<file path="config.mk">
export PLATFORM = sky130hd
export DESIGN_NAME = iagu_iob_rd_sched_flat
export DESIGN_NICKNAME = d
export VERILOG_FILES = /design/src/rtl/iagu_pkg.sv /design/src/rtl/iagu_iob_rd_sched_if.sv /design/src/rtl/iagu_rr_arb.sv /design/src/rtl/iagu_iob_rd_sched.sv /design/src/flat_wrapper.sv
export SDC_FILE = /design/constraint.sdc
export NUM_CORES = 1
export LEC_CHECK = 0
export ABC_AREA = 0
export ABC_CLOCK_PERIOD_IN_PS = 4730
export CORE_MARGIN = 2
export CORE_UTILIZATION = 50
export CTS_BUF_LIST = sky130_fd_sc_hd__clkbuf_4 sky130_fd_sc_hd__clkbuf_8 sky130_fd_sc_hd__clkbuf_16
export DETAILED_ROUTE_END_ITERATION = 8
export PLACE_DENSITY_LB_ADDON = 0.05
export SKIP_LAST_GASP = 1
export SLEW_MARGIN = 20
export SYNTH_ARGS = -nofsm -noshare
export SYNTH_HDL_FRONTEND = slang
export SYNTH_SLANG_ARGS = --single-unit
</file>
<file path="constraint.sdc">
create_clock -name i_clk -period 4.73 [get_ports i_clk]
set_input_delay 0.7095 -clock i_clk [delete_from_list [all_inputs] [get_ports i_clk]]
set_output_delay 0.7095 -clock i_clk [all_outputs]
set_load 0.01 [all_outputs]
</file>
<file path="src/rtl/iagu_pkg.sv">
// rtl/iagu_pkg.sv - shared IAGU requester indices, bank encoding and scheduler defaults
package iagu_pkg;

    // Requester slots on the IOB read scheduler
    localparam int REQ_CONV   = 0;
    localparam int REQ_SORTER = 1;
    localparam int REQ_ACTFUN = 2;
    localparam int REQ_DOT    = 3;

    localparam int IAGU_N_REQ   = 4;
    localparam int IAGU_AW      = 12;
    localparam int IAGU_TAGW    = 3;
    localparam int BANK_SEL_BIT = IAGU_AW;
    localparam int DEF_RD_LAT   = 2;

    typedef enum logic {
        BANK_IOB0 = 1'b0,
        BANK_IOB1 = 1'b1
    } bank_e;

endpackage

</file>
<file path="src/rtl/iagu_iob_rd_sched_if.sv">
// rtl/iagu_iob_rd_sched_if.sv - requester, IOB read strobe and tagged response bundle
interface iagu_iob_rd_sched_if
    import iagu_pkg::*;
#(
    parameter int N_REQ = IAGU_N_REQ,
    parameter int AW    = IAGU_AW,
    parameter int TAGW  = IAGU_TAGW
);
    logic [N_REQ-1:0]          i_req_vld;
    logic [N_REQ*(AW+1)-1:0]   i_req_addr;
    logic [N_REQ-1:0]          i_req_pad;
    logic [N_REQ-1:0]          i_req_lock;
    logic [N_REQ-1:0]          o_req_rdy;
    logic                      o_iob0_rd_en;
    logic [AW-1:0]             o_iob0_raddr;
    logic                      o_iob1_rd_en;
    logic [AW-1:0]             o_iob1_raddr;
    logic                      o_rsp0_vld;
    logic [TAGW-1:0]           o_rsp0_tag;
    logic                      o_rsp0_pad;
    logic                      o_rsp1_vld;
    logic [TAGW-1:0]           o_rsp1_tag;
    logic                      o_rsp1_pad;
    logic                      o_busy;

    modport master (
        output i_req_vld, i_req_addr, i_req_pad, i_req_lock,
        input  o_req_rdy, o_iob0_rd_en, o_iob0_raddr, o_iob1_rd_en, o_iob1_raddr,
        input  o_rsp0_vld, o_rsp0_tag, o_rsp0_pad, o_rsp1_vld, o_rsp1_tag, o_rsp1_pad,
        input  o_busy
    );

    modport slave (
        input  i_req_vld, i_req_addr, i_req_pad, i_req_lock,
        output o_req_rdy, o_iob0_rd_en, o_iob0_raddr, o_iob1_rd_en, o_iob1_raddr,
        output o_rsp0_vld, o_rsp0_tag, o_rsp0_pad, o_rsp1_vld, o_rsp1_tag, o_rsp1_pad,
        output o_busy
    );

endinterface

</file>
<file path="src/rtl/iagu_rr_arb.sv">
// rtl/iagu_rr_arb.sv - N-input round-robin arbiter with grant lock for one IOB bank
module iagu_rr_arb #(
    parameter int N  = 4,
    parameter int IW = 2
) (
    input  logic          clk,
    input  logic          rst_n,
    input  logic          flush,
    input  logic [N-1:0]  req,
    input  logic [N-1:0]  lock,
    output logic [N-1:0]  gnt,
    output logic          gnt_vld,
    output logic [IW-1:0] gnt_idx
);

    logic [IW-1:0] ptr;
    logic [IW-1:0] last_idx;
    logic          last_vld;
    logic          locked;
    logic [IW:0]   cand_w;
    logic [IW-1:0] cand;

    // Locked owner wins outright; otherwise first eligible requester at or after ptr
    always_comb begin
        locked  = last_vld && req[last_idx] && lock[last_idx] && !flush;
        gnt_vld = 1'b0;
        gnt_idx = '0;
        cand_w  = '0;
        cand    = '0;
        if (locked) begin
            gnt_vld = 1'b1;
            gnt_idx = last_idx;
        end else if (!flush) begin
            for (int i = 0; i < N; i++) begin
                cand_w = {1'b0, ptr} + (IW+1)'(i);
                if (cand_w >= (IW+1)'(N)) begin
                    cand_w = cand_w - (IW+1)'(N);
                end
                cand = cand_w[IW-1:0];
                if (!gnt_vld && req[cand]) begin
                    gnt_vld = 1'b1;
                    gnt_idx = cand;
                end
            end
        end
        gnt = '0;
        if (gnt_vld) begin
            gnt[gnt_idx] = 1'b1;
        end
    end

    // Remember last owner for lock; advance pointer only on unlocked grants, keep it across flush
    always_ff @(posedge clk or negedge rst_n) begin
        if (!rst_n) begin
            ptr      <= '0;
            last_vld <= 1'b0;
            last_idx <= '0;
        end else if (flush) begin
            last_vld <= 1'b0;
        end else begin
            last_vld <= gnt_vld;
            last_idx <= gnt_idx;
            if (gnt_vld && !locked) begin
                ptr <= (gnt_idx == IW'(N-1)) ? '0 : gnt_idx + 1'b1;
            end
        end
    end

endmodule

</file>
<file path="src/rtl/iagu_iob_rd_sched.sv">
// rtl/iagu_iob_rd_sched.sv - IOB read-port scheduler; IAGU_RDSCHED_PERF_EN adds stall/grant counters
module iagu_iob_rd_sched
    import iagu_pkg::*;
#(
    parameter int N_REQ  = IAGU_N_REQ,
    parameter int AW     = IAGU_AW,
    parameter int RD_LAT = DEF_RD_LAT,
    parameter int TAGW   = IAGU_TAGW
) (
    input  logic                     i_clk,
    input  logic                     i_rst_n,
    input  logic                     i_flush,
    iagu_iob_rd_sched_if.slave       bus
`ifdef IAGU_RDSCHED_PERF_EN
    ,
    output logic [N_REQ*16-1:0]      o_perf_stall,
    output logic [31:0]              o_perf_grant
`endif
);

    localparam int IW = (N_REQ > 1) ? $clog2(N_REQ) : 1;

    logic [AW:0] addr_a   [N_REQ];
    bank_e       req_bank [N_REQ];

    // Unpack per-requester addresses and their bank selects
    always_comb begin
        for (int k = 0; k < N_REQ; k++) begin
            addr_a[k]   = bus.i_req_addr[k*(AW+1) +: (AW+1)];
            req_bank[k] = bank_e'(addr_a[k][AW]);
        end
    end

    for (genvar b = 0; b < 2; b++) begin : g_bank
        localparam bank_e BANK = (b == 0) ? BANK_IOB0 : BANK_IOB1;

        logic [N_REQ-1:0] elig;
        logic [N_REQ-1:0] gnt;
        logic             gnt_vld;
        logic [IW-1:0]    gnt_idx;
        logic             iss_vld;
        logic             iss_pad;
        logic [TAGW-1:0]  iss_tag;
        logic             rd_en_q;
        logic [AW-1:0]    raddr_q;
        logic [RD_LAT-1:0] p_vld;
        logic [RD_LAT-1:0] p_pad;
        logic [TAGW-1:0]  p_tag [RD_LAT];
        logic             inflight;

        // Requesters whose current address targets this bank
        always_comb begin
            elig = '0;
            for (int k = 0; k < N_REQ; k++) begin
                elig[k] = bus.i_req_vld[k] && (req_bank[k] == BANK);
            end
        end

        iagu_rr_arb #(
            .N  (N_REQ),
            .IW (IW)
        ) u_arb (
            .clk     (i_clk),
            .rst_n   (i_rst_n),
            .flush   (i_flush),
            .req     (elig),
            .lock    (bus.i_req_lock),
            .gnt     (gnt),
            .gnt_vld (gnt_vld),
            .gnt_idx (gnt_idx)
        );

        // Issue stage: register the accepted slot; pads hold the slot without strobing the IOB
        always_ff @(posedge i_clk or negedge i_rst_n) begin
            if (!i_rst_n) begin
                iss_vld <= 1'b0;
                iss_pad <= 1'b0;
                iss_tag <= '0;
                rd_en_q <= 1'b0;
                raddr_q <= '0;
            end else if (i_flush) begin
                iss_vld <= 1'b0;
                iss_pad <= 1'b0;
                iss_tag <= '0;
                rd_en_q <= 1'b0;
                raddr_q <= '0;
            end else begin
                iss_vld <= gnt_vld;
                iss_pad <= gnt_vld && bus.i_req_pad[gnt_idx];
                iss_tag <= gnt_vld ? TAGW'(gnt_idx) : '0;
                rd_en_q <= gnt_vld && !bus.i_req_pad[gnt_idx];
                raddr_q <= gnt_vld ? addr_a[gnt_idx][AW-1:0] : '0;
            end
        end

        // Return pipeline: delay {vld, tag, pad} by the IOB read latency
        always_ff @(posedge i_clk or negedge i_rst_n) begin
            if (!i_rst_n) begin
                p_vld <= '0;
                p_pad <= '0;
                for (int s = 0; s < RD_LAT; s++) begin
                    p_tag[s] <= '0;
                end
            end else if (i_flush) begin
                p_vld <= '0;
                p_pad <= '0;
                for (int s = 0; s < RD_LAT; s++) begin
                    p_tag[s] <= '0;
                end
            end else begin
                p_vld[0] <= iss_vld;
                p_pad[0] <= iss_pad;
                p_tag[0] <= iss_tag;
                for (int s = 1; s < RD_LAT; s++) begin
                    p_vld[s] <= p_vld[s-1];
                    p_pad[s] <= p_pad[s-1];
                    p_tag[s] <= p_tag[s-1];
                end
            end
        end

        assign inflight = iss_vld || (|p_vld);
    end

    assign bus.o_req_rdy    = g_bank[0].gnt | g_bank[1].gnt;
    assign bus.o_iob0_rd_en = g_bank[0].rd_en_q;
    assign bus.o_iob0_raddr = g_bank[0].raddr_q;
    assign bus.o_iob1_rd_en = g_bank[1].rd_en_q;
    assign bus.o_iob1_raddr = g_bank[1].raddr_q;
    assign bus.o_rsp0_vld   = g_bank[0].p_vld[RD_LAT-1];
    assign bus.o_rsp0_tag   = g_bank[0].p_tag[RD_LAT-1];
    assign bus.o_rsp0_pad   = g_bank[0].p_pad[RD_LAT-1];
    assign bus.o_rsp1_vld   = g_bank[1].p_vld[RD_LAT-1];
    assign bus.o_rsp1_tag   = g_bank[1].p_tag[RD_LAT-1];
    assign bus.o_rsp1_pad   = g_bank[1].p_pad[RD_LAT-1];
    assign bus.o_busy       = g_bank[0].inflight || g_bank[1].inflight || (|bus.i_req_vld);

`ifdef IAGU_RDSCHED_PERF_EN
    logic [15:0] stall_cnt [N_REQ];
    logic [15:0] grant_cnt [2];

    // Saturating per-requester stall counters and wrapping per-bank grant counters
    always_ff @(posedge i_clk or negedge i_rst_n) begin
        if (!i_rst_n) begin
            for (int k = 0; k < N_REQ; k++) begin
                stall_cnt[k] <= '0;
            end
            grant_cnt[0] <= '0;
            grant_cnt[1] <= '0;
        end else if (i_flush) begin
            for (int k = 0; k < N_REQ; k++) begin
                stall_cnt[k] <= '0;
            end
            grant_cnt[0] <= '0;
            grant_cnt[1] <= '0;
        end else begin
            for (int k = 0; k < N_REQ; k++) begin
                if (bus.i_req_vld[k] && !bus.o_req_rdy[k] && stall_cnt[k] != 16'hffff) begin
                    stall_cnt[k] <= stall_cnt[k] + 16'd1;
                end
            end
            if (g_bank[0].gnt_vld) begin
                grant_cnt[0] <= grant_cnt[0] + 16'd1;
            end
            if (g_bank[1].gnt_vld) begin
                grant_cnt[1] <= grant_cnt[1] + 16'd1;
            end
        end
    end

    // Flatten counters onto the perf ports
    always_comb begin
        o_perf_stall = '0;
        for (int k = 0; k < N_REQ; k++) begin
            o_perf_stall[k*16 +: 16] = stall_cnt[k];
        end
        o_perf_grant = {grant_cnt[1], grant_cnt[0]};
    end
`endif

endmodule

</file>
<file path="src/flat_wrapper.sv">
// flat-port wrapper written by rule: the top's interface ports become plain ports
module iagu_iob_rd_sched_flat import iagu_pkg::*;
#(
    parameter int N_REQ  = IAGU_N_REQ,
    parameter int AW     = IAGU_AW,
    parameter int RD_LAT = DEF_RD_LAT,
    parameter int TAGW   = IAGU_TAGW
)
  (i_clk, i_rst_n, i_flush, bus_i_req_vld, bus_i_req_addr, bus_i_req_pad, bus_i_req_lock, bus_o_req_rdy, bus_o_iob0_rd_en, bus_o_iob0_raddr, bus_o_iob1_rd_en, bus_o_iob1_raddr, bus_o_rsp0_vld, bus_o_rsp0_tag, bus_o_rsp0_pad, bus_o_rsp1_vld, bus_o_rsp1_tag, bus_o_rsp1_pad, bus_o_busy);
  iagu_iob_rd_sched_if #(.N_REQ(N_REQ), .AW(AW), .TAGW(TAGW)) bus_i ();
  input  logic i_clk;
  input  logic i_rst_n;
  input  logic i_flush;
  input wire logic [$bits(bus_i.i_req_vld)-1:0] bus_i_req_vld;
  input wire logic [$bits(bus_i.i_req_addr)-1:0] bus_i_req_addr;
  input wire logic [$bits(bus_i.i_req_pad)-1:0] bus_i_req_pad;
  input wire logic [$bits(bus_i.i_req_lock)-1:0] bus_i_req_lock;
  output wire logic [$bits(bus_i.o_req_rdy)-1:0] bus_o_req_rdy;
  output wire logic [$bits(bus_i.o_iob0_rd_en)-1:0] bus_o_iob0_rd_en;
  output wire logic [$bits(bus_i.o_iob0_raddr)-1:0] bus_o_iob0_raddr;
  output wire logic [$bits(bus_i.o_iob1_rd_en)-1:0] bus_o_iob1_rd_en;
  output wire logic [$bits(bus_i.o_iob1_raddr)-1:0] bus_o_iob1_raddr;
  output wire logic [$bits(bus_i.o_rsp0_vld)-1:0] bus_o_rsp0_vld;
  output wire logic [$bits(bus_i.o_rsp0_tag)-1:0] bus_o_rsp0_tag;
  output wire logic [$bits(bus_i.o_rsp0_pad)-1:0] bus_o_rsp0_pad;
  output wire logic [$bits(bus_i.o_rsp1_vld)-1:0] bus_o_rsp1_vld;
  output wire logic [$bits(bus_i.o_rsp1_tag)-1:0] bus_o_rsp1_tag;
  output wire logic [$bits(bus_i.o_rsp1_pad)-1:0] bus_o_rsp1_pad;
  output wire logic [$bits(bus_i.o_busy)-1:0] bus_o_busy;
  assign bus_i.i_req_vld = bus_i_req_vld;
  assign bus_i.i_req_addr = bus_i_req_addr;
  assign bus_i.i_req_pad = bus_i_req_pad;
  assign bus_i.i_req_lock = bus_i_req_lock;
  assign bus_o_req_rdy = bus_i.o_req_rdy;
  assign bus_o_iob0_rd_en = bus_i.o_iob0_rd_en;
  assign bus_o_iob0_raddr = bus_i.o_iob0_raddr;
  assign bus_o_iob1_rd_en = bus_i.o_iob1_rd_en;
  assign bus_o_iob1_raddr = bus_i.o_iob1_raddr;
  assign bus_o_rsp0_vld = bus_i.o_rsp0_vld;
  assign bus_o_rsp0_tag = bus_i.o_rsp0_tag;
  assign bus_o_rsp0_pad = bus_i.o_rsp0_pad;
  assign bus_o_rsp1_vld = bus_i.o_rsp1_vld;
  assign bus_o_rsp1_tag = bus_i.o_rsp1_tag;
  assign bus_o_rsp1_pad = bus_i.o_rsp1_pad;
  assign bus_o_busy = bus_i.o_busy;
  iagu_iob_rd_sched #(.N_REQ(N_REQ), .AW(AW), .RD_LAT(RD_LAT), .TAGW(TAGW)) u_core (.i_clk(i_clk), .i_rst_n(i_rst_n), .i_flush(i_flush), .bus(bus_i));
endmodule
</file>
==> flow_metrics.env, run 1 <==
export IMPL_run_status="completed"
export IMPL_synth_top_area_cell="dfrtp_1"
export IMPL_fillCellCount=488
export IMPL_kind_of_start_point_of_the_critical_path="input port"
export IMPL_classification_of_the_worst_slack_hold_path="reg2reg"
export IMPL_synth_async_reset_ratio_pct=100.0
export IMPL_synth_yosys_warnings=0
export IMPL_maxSlewHeadroom_pct=50.45
export IMPL_drc=0
export IMPL_timing_final_setup_violations=0
export IMPL_cts_tree="built"
export IMPL_synthesis_instances=301
export IMPL_cts_made_buffers=9
export IMPL_max_slew_worst_pin_slew_ps=743.2
export IMPL_yosysSeqAreaShare_pct=42.58
export IMPL_drv_max_cap_violation_count=0
export IMPL_synth_top_area_share_pct=42.58
export IMPL_number_of_h_tree_levels=3
export IMPL_timing_critical_path_required_ps=4020
export IMPL_worst_clock_skew_ps=7.479
export IMPL_ir_worst_vdd_mv=0.2012
export IMPL_synthesis_area_per_instance_um2=11.32
export IMPL_final_hold_violation_count=0
export IMPL_grt_max_degree=59
export IMPL_syn_area_um2=3408
export IMPL_rows=30
export IMPL_core_um2=6681
export IMPL_commonest_non_fill_non_tap_cell_in_the_layout="clkdlybuf4s50_1"
export IMPL_dieHeight_um=86.56
export IMPL_final_layout_size_suffix_gt1_share_pct=12.41
export IMPL_p_leak_nw=1.966
export IMPL_finalNetCount=481
export IMPL_clock_root_buffer="clkbuf_8"
export IMPL_final_min_period_over_clock_period_pct=90.45
export IMPL_initial_core_util_pct=51.01
export IMPL_setup_worst_path_end_class="primary output"
export IMPL_io_pin_count=108
export IMPL_netlist_top_cells_area="dfrtp_1 (43%), mux2i_1 (14%), nor2b_1 (3.3%)"
export IMPL_route_antenna_remaining_nets=0
export IMPL_yosys_cell_types_count=62
export IMPL_rsz0062_at_grt="false"
export IMPL_power_per_cell_area_nw_per_um2=361.5
export IMPL_final_core_util_pct=69.63
export IMPL_drtPass1Iterations=4
export IMPL_synthToLayoutAreaGrowth_pct=36.49
export IMPL_grt_use_total_pct=23.23
export IMPL_synth_enable_flop_cells=0
export IMPL_cts_sink_count=58
export IMPL_cts_resized=0
export IMPL_place_congestion=0.8397
export IMPL_final_max_slew_violation_count=0
export IMPL_synthFlopType="dfrtp_1"
export IMPL_most_common_layout_cells="clkdlybuf4s50_1 (104), dfrtp_1 (58), mux2i_1 (48)"
export IMPL_setup_fix_bufs_post_cts=0
export IMPL_place_hpwl_mm=6.033
export IMPL_grt_pass1_wl_mm=13.35
export IMPL_holdBufCountCts=0
export IMPL_critical_path_peak_fanout=10
export IMPL_antenna_cells_inserted=0
export IMPL_crit_type="in2out"
export IMPL_initialDrtViolationCount=124
export IMPL_final_setup_tns_ps=0
export IMPL_number_of_antenna_violations_at_the_first_check_in_global_routing=0
export IMPL_max_clock_path_buffers=2
export IMPL_yosys_register_bits=58
export IMPL_vias_per_cell=5.684
export IMPL_detail_route_wirelength_mm=8.430
export IMPL_die_w_um=86.56
export IMPL_grt_overflow=0
export IMPL_clock_latency_on_the_worst_skew_pair_ps=340
export IMPL_first_global_vias=2799
export IMPL_fin_crit_ps=4278
export IMPL_vias=2791
export IMPL_clkTransAtPathRegs_ps=70
export IMPL_wire_per_inst_um=17.17
export IMPL_numPortBuffers=105
export IMPL_cp_data_arrival_time_ps=3570
export IMPL_max_fclk_mhz=233.7
export IMPL_dieArea_um2=7493
## Yosys cell counts, types with 3 or more instances
| library cell | n |
|---|---|
| a21oi_1 | 3 |
| a22oi_1 | 4 |
| a22o_1 | 6 |
| buf_6 | 3 |
| ha_1 | 8 |
| o2bb2ai_1 | 3 |
| o21ai_0 | 3 |
| a311o_1 | 3 |
| and2_1 | 7 |
| a31oi_1 | 5 |
| nor3_1 | 3 |
| and3_1 | 4 |
| o22ai_2 | 7 |
| mux2_2 | 4 |
| buf_4 | 12 |
| nor2_1 | 6 |
| nand2b_1 | 6 |
| inv_1 | 8 |
| nand3_1 | 5 |
| mux2i_1 | 48 |
| o22ai_1 | 13 |
| inv_2 | 3 |
| nand2_1 | 14 |
| nor2b_1 | 18 |
| dfrtp_1 | 58 |
## sequential cells by signal, summed over array words and instances (netlist names)
register                      count
u_core.bus.o_rsp1_tag             2
u_core.bus.o_rsp0_tag             2
u_core.g_bank.iss_tag             4
u_core.g_bank.p_tag               4
u_core.g_bank.u_arb.ptr           4
u_core.g_bank.p_pad               4
u_core.bus.o_iob1_raddr          12
u_core.g_bank.u_arb.last_vld      1
u_core.bus.o_iob0_raddr          12
u_core.g_bank.iss_pad             2
u_core.bus.o_iob1_rd_en           1
u_core.g_bank.u_arb.last_idx      4
u_core.g_bank.p_vld               4
u_core.bus.o_iob0_rd_en           1
u_core.g_bank.iss_vld             1
## cell type report
| class | instances | area, um^2 | area share (%) |
|---|---|---|---|
| clock buffers | 12 | 165.2 | 3.550 |
| clock inverters | 4 | 25.02 | 0.5379 |
| inverters | 12 | 45.04 | 0.9683 |
| well taps | 80 | 100.1 | 2.152 |
| flip-flops and latches | 58 | 1451 | 31.20 |
| repair buffers | 113 | 1106 | 23.78 |
| multi-input cells | 212 | 1759 | 37.82 |
## cells by family (layout without fill, tap and decap cells)
| kind of cell | after synthesis | count (layout) | synth area share, % |
|---|---|---|---|
| muxes | 52 | 52 | 15.42 |
| buffers and inverters | 32 | 141 | 6.461 |
| other | 1 | 2 | 0.1100 |
| and+or+nand+nor | 74 | 74 | 12.63 |
| AOI/OAI and AO/OA | 76 | 76 | 19.86 |
| DFF | 58 | 58 | 42.58 |
| adders and majority gates | 8 | 8 | 2.937 |
## metrics by stage
step	hold slack [ps]	setup WS (ps)	cell area (um^2)	power [mW]	std cells
after floorplan	413.9	1501	3412	1.014	302
after global placement	441.6	533.0	4462	1.242	475
after detailed placement	446.3	488.1	4462	1.254	475
after CTS	461.3	482.8	4652	1.694	491
after global routing	480.5	331.6	4652	1.776	491
final	454.5	451.9	4652	1.682	491
## power breakdown
group | switching (mW) | total [mW] | internal (mW) | leakage [nW]
combinational | 0.287 | 0.604 | 0.317 | 1.11
clock | 0.204 | 0.435 | 0.231 | 0.0944
sequential | 0.0584 | 0.643 | 0.584 | 0.759
total | 0.550 | 1.68 | 1.13 | 1.97
## final timing paths
check	start	end	slack, ps	depth (start not counted)
max	bus_i_req_vld[0]	bus_o_req_rdy[0]	450	9
min	u_core.g_bank[0].p_tag[4]$_DFF_PN0_	u_core.bus.o_rsp0_tag[1]$_DFF_PN0_	450	1
max reg2reg	u_core.g_bank[0].u_arb.last_idx[0]$_DFFE_PN0N_	u_core.g_bank[0].iss_pad$_DFF_PN0_	2040	7
min reg2reg	u_core.g_bank[0].p_tag[4]$_DFF_PN0_	u_core.bus.o_rsp0_tag[1]$_DFF_PN0_	450	1
max in group asynchronous	i_rst_n	u_core.bus.o_iob1_raddr[4]$_DFF_PN0_	3720	2
min in group asynchronous	i_rst_n	u_core.bus.o_rsp1_tag[1]$_DFF_PN0_	510	2
## worst max-delay path, stage by stage
cell and delay (ps):
clkdlybuf4s50_1 650, and3b_1 260, a32oi_1 70, o221a_1 300
o31ai_4 520, inv_2 140, ha_1 230, a22o_1 210
clkdlybuf4s50_1 480
## per-layer routing
layer | track usage (%) | up-vias | wire (um)
met4 | 8.523 | 0 | 172
met2 | 36.78 | 94 | 4016
li1 | - | 1335 | -
met5 | 0 | - | 0
met3 | 5.905 | 15 | 411
met1 | 30.93 | 1347 | 3830
Power figures use the tool's default switching activity.
==> inputs of run 2 (changes only) <==
--- a/config.mk
+++ b/config.mk
@@ -11,6 +11,7 @@
 export CORE_UTILIZATION = 50
 export CTS_BUF_LIST = sky130_fd_sc_hd__clkbuf_4 sky130_fd_sc_hd__clkbuf_8 sky130_fd_sc_hd__clkbuf_16
 export DETAILED_ROUTE_END_ITERATION = 8
+export MAX_ROUTING_LAYER = met4
 export PLACE_DENSITY_LB_ADDON = 0.05
 export SKIP_LAST_GASP = 1
 export SLEW_MARGIN = 20
==> run 2 against run 1 <==
First-iteration DRC count down 7.3%; highest routed layer unchanged; total power up 2.3%; largest cell class unchanged; critical endpoint is now bus_o_req_rdy[1]; via count down 0.21%.
==> flow_metrics.env, run 2 (synthesized netlist as in run 1, its figures left out) <==
export IMPL_run_status="completed"
export IMPL_vias_per_cell=5.684
export IMPL_final_max_slew_violation_count=0
export IMPL_max_fclk_mhz=235.0
export IMPL_rr_worst_depth=7
export IMPL_grt_pass1_wl_mm=13.50
export IMPL_hold_path_startpoint="u_core.g_bank[1].p_pad[0]$_DFF_PN0_"
export IMPL_maxSlewHeadroom_pct=50.85
export IMPL_number_of_h_tree_levels=3
export IMPL_final_min_period_over_clock_period_pct=89.96
export IMPL_grt_use_total_pct=23.80
export IMPL_vias=2785
export IMPL_core_um2=6681
export IMPL_p_leak_nw=1.980
export IMPL_rrSetupSlack_ps=2020
export IMPL_rows=30
export IMPL_finalNetCount=481
export IMPL_cp_data_arrival_time_ps=3550
export IMPL_clock_latency_on_the_worst_skew_pair_ps=320
export IMPL_rsz0062_at_grt="false"
export IMPL_ir_worst_vdd_mv=0.1941
export IMPL_classification_of_the_worst_slack_hold_path="reg2reg"
export IMPL_setup_worst_path_end_class="primary output"
export IMPL_max_clock_path_buffers=2
export IMPL_timing_critical_path_required_ps=4020
export IMPL_worst_clock_skew_ps=8.600
export IMPL_grt_max_degree=59
export IMPL_initial_core_util_pct=51.01
export IMPL_power_per_cell_area_nw_per_um2=368.6
export IMPL_place_congestion=0.8448
export IMPL_die_w_um=86.56
export IMPL_setup_fix_bufs_post_cts=0
export IMPL_power_total_mw=1.721
export IMPL_timing_hold_ws_ps=458.7
export IMPL_first_global_vias=2771
export IMPL_holdBufCountCts=0
export IMPL_cts_made_buffers=9
export IMPL_number_of_antenna_violations_at_the_first_check_in_global_routing=0
export IMPL_grt_overflow=0
export IMPL_drv_max_cap_violation_count=0
export IMPL_cts_sink_count=58
export IMPL_wire_per_inst_um=17.40
export IMPL_drtPass1Iterations=5
export IMPL_antenna_cells_inserted=0
export IMPL_kind_of_start_point_of_the_critical_path="input port"
export IMPL_final_layout_size_suffix_gt1_share_pct=12.20
export IMPL_final_setup_tns_ps=0
export IMPL_dieArea_um2=7493
export IMPL_route_antenna_remaining_nets=0
export IMPL_max_slew_worst_pin_slew_ps=737.2
export IMPL_dieHeight_um=86.56
export IMPL_crit_type="in2out"
export IMPL_detail_route_wirelength_mm=8.525
export IMPL_io_pin_count=108
export IMPL_worst_r2r_endpoint="u_core.g_bank[0].iss_pad$_DFF_PN0_"
export IMPL_numPortBuffers=105
export IMPL_drc=0
export IMPL_critical_path_peak_fanout=10
export IMPL_commonest_non_fill_non_tap_cell_in_the_layout="clkdlybuf4s50_1"
export IMPL_place_hpwl_mm=6.242
export IMPL_critical_path_startpoint="bus_i_req_vld[0]"
export IMPL_timing_final_setup_violations=0
export IMPL_synthToLayoutAreaGrowth_pct=37.00
export IMPL_most_common_layout_cells="clkdlybuf4s50_1 (104), dfrtp_1 (58), mux2i_1 (48)"
export IMPL_min_delay_path_depth=1
export IMPL_clock_root_buffer="clkbuf_8"
export IMPL_rr_startpoint="u_core.g_bank[0].u_arb.last_idx[0]$_DFFE_PN0N_"
export IMPL_timing_hold_worst_endpoint="u_core.g_bank[1].p_pad[1]$_DFF_PN0_"
export IMPL_final_hold_violation_count=0
export IMPL_cts_resized=0
export IMPL_fin_crit_ps=4255
export IMPL_initialDrtViolationCount=115
export IMPL_cts_tree="built"
export IMPL_clkTransAtPathRegs_ps=60
[run 2: cell types whose count changed in the layout (fill, tap and decap cells not counted), sizes merged]
cell / delta
clkbuf: +1
clkinvlp: -2
bufinv: +1
clkinv: -1
[run 2: worst max-delay path by stage]
stage / to / cells past startpoint
2_1_floorplan: bus_o_req_rdy[1] / 9
3_3_place_gp: bus_o_req_rdy[1] / 9
3_5_place_dp: bus_o_req_rdy[1] / 9
4_1_cts: bus_o_req_rdy[1] / 9
5_1_grt: bus_o_req_rdy[1] / 9
6_report: bus_o_req_rdy[1] / 9
[run 2: metal layers]
layer,track usage (%),wire [um],vias to the layer above
li1,-,-,1332
met1,31.82,3844,1358
met2,37.90,4230,84
met3,3.143,342,11
met4,7.386,108,0
met5,-,0,-
[run 2: power by group]
group	switching [mW]	total [mW]	internal, mW
clock	0.183	0.472	0.289
combinational	0.288	0.605	0.316
sequential	0.0600	0.645	0.585
[run 2: area by class of cell]
class,count,area [um^2]
Multi-Input combinational cell,212,1759
Inverter,12,45.04
Fill cell,522,2012
Sequential cell,58,1451
Timing Repair Buffer,113,1106
Clock buffer,13,172.7
Tap cell,80,100.1
Clock inverter,2,35.03
[run 2: through the flow]
stage / utilization (%) / std cells / worst slack, ps / cell area (um^2)
detailed placement: 66.78 / 475 / 484.9 / 4462
global placement: 66.78 / 475 / 529.8 / 4462
global route: 69.89 / 490 / 314.0 / 4669
finish: 69.89 / 490 / 474.9 / 4669
floorplan: - / 302 / 1501 / 3412
CTS: 69.89 / 490 / 473.4 / 4669
[run 2: worst max-delay path, stage by stage]
cell and delay (ps):
clkdlybuf4s50_1 640, and3b_1 260, a32oi_1 70, o221a_1 300, o31ai_4 520, inv_2 150, ha_1 220, a22o_1 210
clkdlybuf4s50_1 480
==> inputs of run 3 (changes only) <==
--- a/config.mk
+++ b/config.mk
@@ -13,6 +13,7 @@
 export DETAILED_ROUTE_END_ITERATION = 8
 export MAX_ROUTING_LAYER = met4
 export PLACE_DENSITY_LB_ADDON = 0.05
+export SETUP_SLACK_MARGIN = 0.15
 export SKIP_LAST_GASP = 1
 export SLEW_MARGIN = 20
 export SYNTH_ARGS = -nofsm -noshare
==> results of run 3 <==
The final DEF is identical to that of run 2; final timing and power are the same.
